[config.mk]
export PLATFORM = sky130hd
export DESIGN_NAME = fetch_unit
export DESIGN_NICKNAME = d
export VERILOG_FILES = /design/src/rtl/fetch_unit_pkg.sv /design/src/rtl/fetch_unit_pc_gen.sv /design/src/rtl/fetch_unit.sv
export SDC_FILE = /design/constraint.sdc
export NUM_CORES = 1
export LEC_CHECK = 0
export CAP_MARGIN = 20
export CORE_MARGIN = 8
export CORE_UTILIZATION = 40
export CTS_CLUSTER_SIZE = 30
export DETAILED_ROUTE_END_ITERATION = 7
export MAX_ROUTING_LAYER = met4
export PLACE_DENSITY = 0.69
export SLEW_MARGIN = 20
export SYNTH_ARGS = -nofsm -noshare
export SYNTH_HDL_FRONTEND = slang
export SYNTH_HIERARCHICAL = 1
export SYNTH_SLANG_ARGS = --single-unit
[constraint.sdc]
create_clock -name clk -period 19.73 [get_ports clk]
set_input_delay 3.946 -clock clk [delete_from_list [all_inputs] [get_ports clk]]
set_output_delay 3.946 -clock clk [all_outputs]
set_load 0.01 [all_outputs]
[src/rtl/fetch_unit_pkg.sv]
// Shared types and constants for the instruction fetch stage: bus structs,
// fetch FSM states and the reset PC.
package fetch_unit_pkg;

  typedef logic [63:0] addr_t;

  localparam addr_t PC_RESET_DEFAULT = 64'h0000_0000_8000_0000;
  localparam addr_t INSTR_BYTES      = 64'd4;

  typedef enum logic [1:0] {
    ST_FETCH = 2'd0,
    ST_HOLD  = 2'd1,
    ST_HALT  = 2'd2
  } fetch_state_e;

  typedef struct packed {
    logic  valid;
    addr_t addr;
  } ibus_req_t;

  typedef struct packed {
    logic        data_ok;
    logic [31:0] data;
  } ibus_resp_t;

endpackage

[src/rtl/fetch_unit_pc_gen.sv]
// Next-PC select for the fetch stage: sequential pc+4 or the execute redirect,
// plus a flag when the chosen PC is not word aligned.
module fetch_unit_pc_gen
  import fetch_unit_pkg::*;
(
  input  logic [63:0] cur_pc,
  input  logic        redirect_valid,
  input  logic [63:0] redirect_pc,
  output logic [63:0] next_pc,
  output logic        misaligned
);

  always_comb begin
    next_pc    = redirect_valid ? redirect_pc : (cur_pc + INSTR_BYTES);
    misaligned = (next_pc[1:0] != 2'b00);
  end

endmodule

[src/rtl/fetch_unit.sv]
// Instruction fetch stage: one outstanding word request, captured into a
// HOLD register presented to the decoder via valid/ready.
module fetch_unit
  import fetch_unit_pkg::*;
#(
  parameter logic [63:0] PC_RESET = PC_RESET_DEFAULT
) (
  input  logic        clk,
  input  logic        reset,
  output logic        ireq_valid,
  output logic [63:0] ireq_addr,
  input  logic        iresp_data_ok,
  input  logic [31:0] iresp_data,
  output logic        out_valid,
  output logic [31:0] out_instr,
  output logic [63:0] out_pc,
  input  logic        out_ready,
  input  logic        redirect_valid,
  input  logic [63:0] redirect_pc,
  output logic        fetch_err,
  output logic [63:0] instret
);

  fetch_state_e state_q, state_d;
  addr_t        pc_q, pc_d;
  addr_t        out_pc_q, out_pc_d;
  addr_t        instret_q, instret_d;
  logic [31:0]  out_instr_q, out_instr_d;
  logic         fetch_err_q, fetch_err_d;

  ibus_req_t    ireq;
  ibus_resp_t   iresp;
  addr_t        next_pc;
  logic         next_misaligned;

  assign iresp = '{data_ok: iresp_data_ok, data: iresp_data};

  // The sequential PC is derived from the held instruction's PC.
  fetch_unit_pc_gen u_pc_gen (
    .cur_pc         (out_pc_q),
    .redirect_valid (redirect_valid),
    .redirect_pc    (redirect_pc),
    .next_pc        (next_pc),
    .misaligned     (next_misaligned)
  );

  always_ff @(posedge clk or posedge reset) begin
    if (reset) begin
      state_q     <= ST_FETCH;
      pc_q        <= PC_RESET;
      out_pc_q    <= '0;
      out_instr_q <= '0;
      instret_q   <= '0;
      fetch_err_q <= 1'b0;
    end else begin
      state_q     <= state_d;
      pc_q        <= pc_d;
      out_pc_q    <= out_pc_d;
      out_instr_q <= out_instr_d;
      instret_q   <= instret_d;
      fetch_err_q <= fetch_err_d;
    end
  end

  always_comb begin
    state_d     = state_q;
    pc_d        = pc_q;
    out_pc_d    = out_pc_q;
    out_instr_d = out_instr_q;
    instret_d   = instret_q;
    fetch_err_d = fetch_err_q;
    ireq.valid  = 1'b0;
    ireq.addr   = pc_q;

    case (state_q)
      ST_FETCH: begin
        ireq.valid = 1'b1;
        if (iresp.data_ok) begin
          out_instr_d = iresp.data;
          out_pc_d    = pc_q;
          state_d     = ST_HOLD;
        end
      end
      ST_HOLD: begin
        if (out_ready) begin
          instret_d = instret_q + 64'd1;
          pc_d      = next_pc;
          // A misaligned target is recorded but never put on the bus.
          if (next_misaligned) begin
            state_d     = ST_HALT;
            fetch_err_d = 1'b1;
          end else begin
            state_d = ST_FETCH;
          end
        end
      end
      ST_HALT: begin
        state_d = ST_HALT;
      end
      default: begin
        state_d     = ST_HALT;
        fetch_err_d = 1'b1;
      end
    endcase
  end

  assign ireq_valid = ireq.valid;
  assign ireq_addr  = ireq.addr;
  assign out_valid  = (state_q == ST_HOLD);
  assign out_instr  = out_instr_q;
  assign out_pc     = out_pc_q;
  assign fetch_err  = fetch_err_q;
  assign instret    = instret_q;

endmodule
==> impl_summary.md <==
Placed design
The HPWL after detailed placement is between 20 and 25 mm. At the placement stage, the worst setup path has a slack of 13.42 ns. During placement, the flow inserted port buffers numbering about 330. The final RePlAce weighted congestion is 0.831.

Final layout
The signed area change from the synthesized netlist to the final layout is 40.7%. The net count reported at finish is 1427. In the final layout, the share of cells above drive strength 1 is 17.5%.

The final cell utilization of the core is between 50% and 60%.

Power and ir drop
The worst voltage drop across the vdd grid is ~0.000085 V. The analysis attributes to cell leakage a power of ~6.5 nW. The total internal power is roughly 1.4 mW.

The power spent charging and discharging nets is ~0.6 mW. Net switching is a little under a third of the power. The share of total power in combinational logic is 35.2%.

Dividing total power by cell area gives a power density of 126 nW/um^2. The clock network power share is 25.3%. Of the total power, registers draw 39.5%.

Clocking
The H-tree level count is 1. After clock tree synthesis, the clock-pin slew on the worst setup and hold paths is 0.06 ns. The number of hold buffers added after CTS was 0. The TritonCTS sink count is 227.

The worst-skew pair later-pin latency is 0.52 ns. The clock tree from TritonCTS is yes. The number of setup buffers added after CTS is 0.

The number of instances resized during post-cts repair is 0. Buffers inserted during clock tree synthesis total 26. In this run the clock root is driven by a sky130_fd_sc_hd__clkbuf_16.

No sink is reached through more buffers than the 3 on the longest clock path.

Setup path
The cell at the slowest stage of the critical path is sky130_fd_sc_hd__buf_4. At the worst endpoint, the required time is 20.12 ns. Walking the worst path, the cells encountered are clkdlybuf4s50_1, nand3b_1, buf_4, buf_4, nor3_1, and3_1, xor2_1. The critical path in this run is classified as input port to register. The signal arrival time at the worst endpoint is 6.20 ns. The cell that appears most often on the critical path is sky130_fd_sc_hd__buf_4. In this run the worst path has a maximum fanout of 51. The worst setup path is launched from an input port. The largest single stage delay on the critical path is 0.67 ns. The endpoint class of the critical path is a register.

GRT
For this run, the total global-route usage over all layers was measured as around 20%. The maximum number of pins on one net before global-route repair is 115. The initial antenna violation count came to 0. The total overflow left after global routing is 0. The wire length of the first global-routing pass is 53.3 mm. The via count of the first global-routing pass is slightly above 9000.

Detailed routing
The number of antenna-violating nets in the routed design is 0. The first-iteration detailed-routing DRC count is 665. Wires add up to 33.9 mm. The total via count in the routed design is 9083.

Dividing the detail-routed wire length by the instance count gives 19.7 um. The number of search-and-repair iterations in the first detailed-routing pass is 4. The per-cell via count in the routed design is about 5.3.

After detailed routing, the number of remaining DRC violations is 0.

Yosys
After technology mapping, the gate count stands at 1004. The library cell with the largest summed area after synthesis is sky130_fd_sc_hd__dfrtp_1. In this run, synthesis inferred 0 flip-flops with an integrated enable. The netlist uses 45 different library cells. Each instance of the synthesized netlist takes up on average 11.1 um^2.

The area share of the largest cell type after synthesis is 50.9%. The main flop type after synthesis is sky130_fd_sc_hd__dfrtp_1. The share of flip-flops with an asynchronous set or reset after synthesis is 100%. Sequential cells were found to cover between 50 and 60% of the synthesized design area. Counting flops and latches in the post-synthesis netlist gives about 230. When the netlist entered floorplanning its net count stood at around 1100. After synthesis, the cell types taking the most area are sky130_fd_sc_hd__dfrtp_1, sky130_fd_sc_hd__mux2_2, sky130_fd_sc_hd__xnor2_1.

The mapped netlist covers 11100 um^2. The number of warnings issued by yosys is 6.

Job
The max capacitance violation total is 0.

STA
The final-report max-slew violation count came to 0. The transition at the pin with the smallest max-transition slack is 1.06 ns. Across the routed clock network, the largest skew measured is about 0.012 ns. The ratio of final minimum period to clock period is 29.4%.

The remaining max-slew budget at the tightest pin is 29.1%. Setup total negative slack on the finished layout was measured at 0 ns. Setup repair after global routing left no endpoint under its margin. Setup violations remaining at the end of the flow were counted as 0.

For this run, the top clock speed supported by timing is 172 MHz. The total count of hold-check failures in the final report was 0. In the post-route analysis, the smallest setup slack over all paths is 13.93 ns.

Hold is met by 0.463 ns. The clock period minus final worst setup slack is 5.80 ns.

Die
The full die area is 33400 um^2. The floorplan has 61 rows. The total core area is ~28000 um^2. In this run the count of I/O pins placed on the die edge is 328.

The floorplan die width is roughly 180 um. The die height is 183 um. Once the floorplan was initialized, standard cells occupied 40.3% of the core.

Status
The run finished with clean final reports.

Min path
The type of the most critical hold path is register to register.
-- path summary, 6_finish.rpt --
path,endpoint,slack [ns],from,cells past startpoint
min in group asynchronous,out_instr[10]$_DFFE_PP0P_,3.98,reset,2
max reg2reg,ireq_addr[62]$_DFFE_PP0P_,16.49,out_pc[2]$_DFFE_PP0P_,7
max in group asynchronous,out_pc[49]$_DFFE_PP0P_,14.45,reset,3
min,fetch_err$_DFFE_PP0P_,0.46,fetch_err$_DFFE_PP0P_,1
min reg2reg,fetch_err$_DFFE_PP0P_,0.46,fetch_err$_DFFE_PP0P_,1
max,instret[10]$_DFFE_PP0P_,13.93,out_ready,7
-- power by group through the flow --
stage          Combinational (mW)  Sequential (mW)  Clock (mW)
3_3_place_gp                0.692            0.778           0
5_1_grt                     0.742            0.806       0.530
6_report                    0.695            0.779       0.498
4_1_cts                     0.706            0.780       0.510
2_1_floorplan               0.234            0.817           0
3_5_place_dp                0.701            0.786           0
-- registers in the layout, indices dropped and copies added, names as in the netlist --
name and count:
instret 64, ireq_addr 64, out_pc 64, out_instr 32, state_q 2, fetch_err 1
-- synthesized netlist by cell type, types with 2 or more instances --
cell type and count:
sky130_fd_sc_hd__a21o_1 3, sky130_fd_sc_hd__a31oi_1 16, sky130_fd_sc_hd__and2_1 5, sky130_fd_sc_hd__and3_1 14
sky130_fd_sc_hd__and4_1 4, sky130_fd_sc_hd__buf_1 5, sky130_fd_sc_hd__buf_2 8, sky130_fd_sc_hd__clkbuf_1 27
sky130_fd_sc_hd__dfrtp_1 226, sky130_fd_sc_hd__dlygate4sd3_1 2, sky130_fd_sc_hd__ha_1 2, sky130_fd_sc_hd__inv_1 24
sky130_fd_sc_hd__mux2_2 164, sky130_fd_sc_hd__nand2_1 95, sky130_fd_sc_hd__nand2b_1 2, sky130_fd_sc_hd__nand3_1 42
sky130_fd_sc_hd__nand4_1 37, sky130_fd_sc_hd__nand4_2 5, sky130_fd_sc_hd__nor2_1 54, sky130_fd_sc_hd__nor3_1 27
sky130_fd_sc_hd__nor4_1 24, sky130_fd_sc_hd__nor4_2 3, sky130_fd_sc_hd__nor4b_1 2, sky130_fd_sc_hd__o21ai_0 55
sky130_fd_sc_hd__o31ai_1 5, sky130_fd_sc_hd__or2_2 5, sky130_fd_sc_hd__or3_1 14, sky130_fd_sc_hd__or4_1 13
sky130_fd_sc_hd__xnor2_1 60, sky130_fd_sc_hd__xor2_1 46
-- placed cells by master, fill, tap and decap left out, drive strengths merged, types with 13 or more instances in the layout --
| master | Yosys | routed |
|---|---|---|
| a31oi | 16 | 16 |
| and3 | 15 | 15 |
| clkbuf | 27 | 43 |
| clkdlybuf4s50 | 0 | 326 |
| dfrtp | 226 | 226 |
| inv | 24 | 24 |
| mux2 | 164 | 164 |
| nand2 | 95 | 95 |
| nand3 | 42 | 42 |
| nand4 | 42 | 42 |
| nor2 | 54 | 54 |
| nor3 | 29 | 29 |
| nor4 | 28 | 28 |
| o21ai | 55 | 55 |
| or3 | 15 | 15 |
| or4 | 13 | 13 |
| xnor2 | 60 | 60 |
| xor2 | 46 | 46 |
-- cell families after synthesis --
group	synth area share, %
buffers and inverters	2.43
multiplexers	16.6
AO/OA/AOI/OAI	4.21
AND/OR/NAND/NOR	17.1
flip-flops	51.1
adder cells (fa/ha/maj)	0.225
XOR/XNOR	8.35
-- per-stage QoR --
stage          instances  instance area, um^2  power, mW
3_3_place_gp        1674                14700       1.47
6_report            1722                15600       1.97
5_1_grt             1721                15600       2.08
2_1_floorplan       1004                11100       1.05
3_5_place_dp        1674                14700       1.49
4_1_cts             1721                15600       2.00
-- layer usage --
metal,wire length (um),GRT usage [%],vias to the layer above,share of wire (%)
li1,-,-,4223,-
met1,14500,25.6,4511,43
met2,16100,32.3,314,47
met3,2820,5.99,35,8.3
met4,484,3.48,0,1.4
met5,0,-,-,0
-- cell type report --
cell class                 count  area (um^2)
fill                        2339        11900
sequential                   227         5680
multi-input combinational    711         5170
timing repair buffer         334         3320
clock buffer                  43          796
tap                          378          473
inverter                      24         97.6
clock inverter                 4         95.1
antenna                        1         2.50
-- critical path, delay by kind of cell --
family | cells | cell delay (ns)
buffers and inverters | 3 | 1.50
AND/OR/NAND/NOR | 3 | 0.53
XOR/XNOR | 1 | 0.14
Note: power is estimated with default switching activity, not from simulation.
